==> config.mk <==
export PLATFORM = sky130hd
export DESIGN_NAME = center_light
export DESIGN_NICKNAME = d
export VERILOG_FILES = /design/src/rtl/center_light.sv
export SDC_FILE = /design/constraint.sdc
export NUM_CORES = 1
export LEC_CHECK = 0
export ABC_AREA = 0
export CORE_AREA = 4 4 41 43
export CTS_BUF_LIST = sky130_fd_sc_hd__clkbuf_8
export DETAILED_ROUTE_END_ITERATION = 10
export DIE_AREA = 0 0 45 47
export PLACE_DENSITY = 0.3
export SKIP_LAST_GASP = 1
export SYNTH_ARGS = -nofsm -noshare
export SYNTH_HDL_FRONTEND = slang
export SYNTH_SLANG_ARGS = --single-unit
==> constraint.sdc <==
create_clock -name clk -period 1.1 [get_ports clk]
set_clock_uncertainty 0.05 [all_clocks]
set_input_delay 0.11 -clock clk [delete_from_list [all_inputs] [get_ports clk]]
set_output_delay 0.11 -clock clk [all_outputs]
set_load 0.1 [all_outputs]
==> src/rtl/center_light.sv <==
// rtl/center_light.sv - one tug-of-war playfield light; lit position marks the rope centre.
// Optional CENTER_LIGHT_SYNC_EN adds 2-flop synchronizers and rising-edge detectors on L and R.
module center_light #(
   parameter logic IS_CENTER = 1'b1
) (
   input  logic clk,
   input  logic reset,
   input  logic L,
   input  logic R,
   input  logic NL,
   input  logic NR,
   output logic lightOn
);

   typedef enum logic {
      OFF = 1'b0,
      ON  = 1'b1
   } state_t;

   localparam state_t RST_STATE = IS_CENTER ? ON : OFF;

   state_t state;
   logic   l_press;
   logic   r_press;
   logic   pull_in;
   logic   push_out;

`ifdef CENTER_LIGHT_SYNC_EN
   logic l_s1, l_s2, l_s3;
   logic r_s1, r_s2, r_s3;

   // s1/s2 synchronize, s3 remembers the previous level so a held button yields one press
   always_ff @(posedge clk or negedge reset) begin
      if (!reset) begin
         l_s1 <= 1'b0;
         l_s2 <= 1'b0;
         l_s3 <= 1'b0;
         r_s1 <= 1'b0;
         r_s2 <= 1'b0;
         r_s3 <= 1'b0;
      end else begin
         l_s1 <= L;
         l_s2 <= l_s1;
         l_s3 <= l_s2;
         r_s1 <= R;
         r_s2 <= r_s1;
         r_s3 <= r_s2;
      end
   end

   assign l_press = l_s2 & ~l_s3;
   assign r_press = r_s2 & ~r_s3;
`else
   assign l_press = L;
   assign r_press = R;
`endif

   // A right press drags the light in from the left neighbour, a left press from the right one
   assign pull_in  = (NL & r_press & ~l_press) | (NR & l_press & ~r_press);
   assign push_out = l_press ^ r_press;

   always_ff @(posedge clk or negedge reset) begin
      if (!reset) begin
         state   <= RST_STATE;
         lightOn <= (RST_STATE == ON);
      end else begin
         case (state)
            OFF: begin
               if (pull_in) begin
                  state   <= ON;
                  lightOn <= 1'b1;
               end
            end
            ON: begin
               if (push_out) begin
                  state   <= OFF;
                  lightOn <= 1'b0;
               end
            end
            default: begin
               state   <= RST_STATE;
               lightOn <= (RST_STATE == ON);
            end
         endcase
      end
   end

endmodule

==> metrics.yaml <==
rr_startpoint: "state"
initial_core_util_pct: 9.13
grt_usage_pct: 4.03
dieWidth_um: 45
num_rows: 13
wl_um: 351
drive_above_1_share_pct: 42.3
outcome: "complete, but fails checks"
antenna_found_initial: 0
r2r_end: "lightOn"
grt_max_degree: 6
cts_hold_buf: 0
synth_fp_nets: 19
timing.hold.ws_ns: 0.195
synth_area_leaders: "dfstp_2 (44%), a21oi_1 (13%), a221oi_1 (7.4%)"
rsz0062_at_grt: "true"
die-area_sq_um: 2120
crit_path_end_kind: "primary output"
stdcell_count: 41
layout_commonest_cell: "clkdlybuf4s50_1"
overflow: 0
finalSetupViolCount: 2
netlist_area_sq_um: 119
ir_drop_uv: 1180
max_freq_mhz: 802
cts-htree-levels: 1
yosys.area.top_type: "dfstp_2"
cap_viol_max_count: 0
crit_fanout: 4
design_area_sq_um: 293
pre_cts_ws_ns: -0.196
power_density_nw_per_um2: 2180
setup_slack_ns: -0.148
core_sq_um: 1300
r2r_cells: 3
io_buffers: 6
gp_congestion: 0.633
seq_area_frac_synth_pct: 44.2
placed_cell_area_sq_um: 226
first_pass_iters: 2
violations: "setup timing"
cts_root_buf: "clkbuf_8"
drt_iter0_markers: 1
n_antenna_cell: 0
min_path_type: "input port to async pin"
die_h_um: 47
clock_latency_ns: 0.21
clkSinkCount: 2
wl_per_cell_um: 8.56
post-route-period-util_pct: 113
grt_pass1_vias: 142
hold_violations: 0
finalCriticalPeriod_ns: 1.25
clockBufferDepth: 2
syn_area_per_cell_sq_um: 9.14
antenna_left: 0
worstMarginPinSlew_ns: 0.237
clk_pin_slew_ns: 0.03
final_cell_mix: "clkdlybuf4s50_1 (5), a21oi_1 (3), inv_1 (3), clkbuf_8 (3), buf_4 (2)"
max_slew_margin_pct: 84.2
power_leakage_nw: 0.128
synthDistinctLibCells: 9
cts_made_buffers: 3
yosysWarnings: 0
arrival_ns: 1.09
crit_required_ns: 0.94
startpoint_type: "flip-flop"
cts_tree: "yes"
vias: 147
viasPerCell: 3.59
dp.cells: 36
ios: 7
area_growth_syn_to_layout_pct: 146
num-nets-final: 33
critPathKind: "flip-flop to primary output"
grt_pass1_wl_um: 572
r2r_setup_slack_ns: 0
slew_viol_final: 0
synth_top_area_share_pct: 44.2
synth_cells: 13
synth-seq-cells: 2
post-route-drc-count: 0
place_hpwl_um: 252
==> stage by stage <==
| stage | power [W] | utilization, % | setup TNS (ns) |
|---|---|---|---|
| final | 0.000638 | 22.5 | -0.148 |
| after detailed placement | 0.000323 | 17.4 | -0.353 |
| after global placement | 0.000324 | 17.4 | -0.289 |
| after CTS | 0.000646 | 22.1 | -0.178 |
| after floorplan | 0.000229 | - | -0.109 |
| after global routing | 0.000680 | 22.5 | -0.287 |
==> report_power, final <==
part	internal [W]	switching, W
Combinational	0.000103	0.000114
Sequential	0.000107	0.0000178
Clock	0.000236	0.0000597
Total	0.000447	0.000191
==> layer usage <==
| metal | GRT usage [%] | wire length (um) | share of wire (%) |
|---|---|---|---|
| met1 | 4.31 | 181 | 52 |
| met2 | 5.08 | 124 | 35 |
| met3 | 4.21 | 45 | 13 |
| met4 | 1.75 | 0 | 0 |
| met5 | 0 | 0 | 0 |
==> Yosys cell counts <==
cell	count
nor3b_1	1
a211oi_1	1
a21oi_1	3
inv_1	2
o21ai_0	1
dfstp_2	2
and3b_1	1
and3_1	1
a221oi_1	1
==> cell type report <==
cell class / count / area (sq um)
well taps: 15 / 18.8
clock inverters: 1 / 3.75
flip-flops and latches: 2 / 56.3
repair buffers: 9 / 96.3
multi-input cells: 9 / 68.8
clock buffers: 3 / 41.3
fillers: 149 / 1010
inverters: 2 / 7.51
==> flip-flops by register name (all words and copies together), names as in the netlist <==
| name | cells |
|---|---|
| lightOn | 1 |
| state | 1 |
==> logic make-up after synthesis <==
group	Yosys count	share of synthesized area, %
flops	2	44.2
compound gates	6	30.5
buf+inv	2	6.32
simple gates	3	19.0
==> worst max path at each step <==
stage	startpoint	endpoint	cells past startpoint	slack, ns
2_1_floorplan	lightOn	lightOn	3	-0.11
3_3_place_gp	R	lightOn	4	-0.16
3_5_place_dp	R	lightOn	4	-0.20
4_1_cts	lightOn	lightOn	2	-0.15
5_1_grt	lightOn	lightOn	2	-0.17
6_report	lightOn	lightOn	2	-0.15
==> critical path, cell delays in order (launching register included) <==
cell	delay [ns]
dfstp_4	0.62
buf_6	0.10
buf_12	0.16
==> timing repair <==
action	4_1_cts	5_1_grt
endpoints found under the hold margin	0	0
buffers inserted	1	0
pin swaps	1	0
endpoints found under the setup margin	3	3
gates resized for setup	3	1
Note: power is estimated with default switching activity, not from simulation.
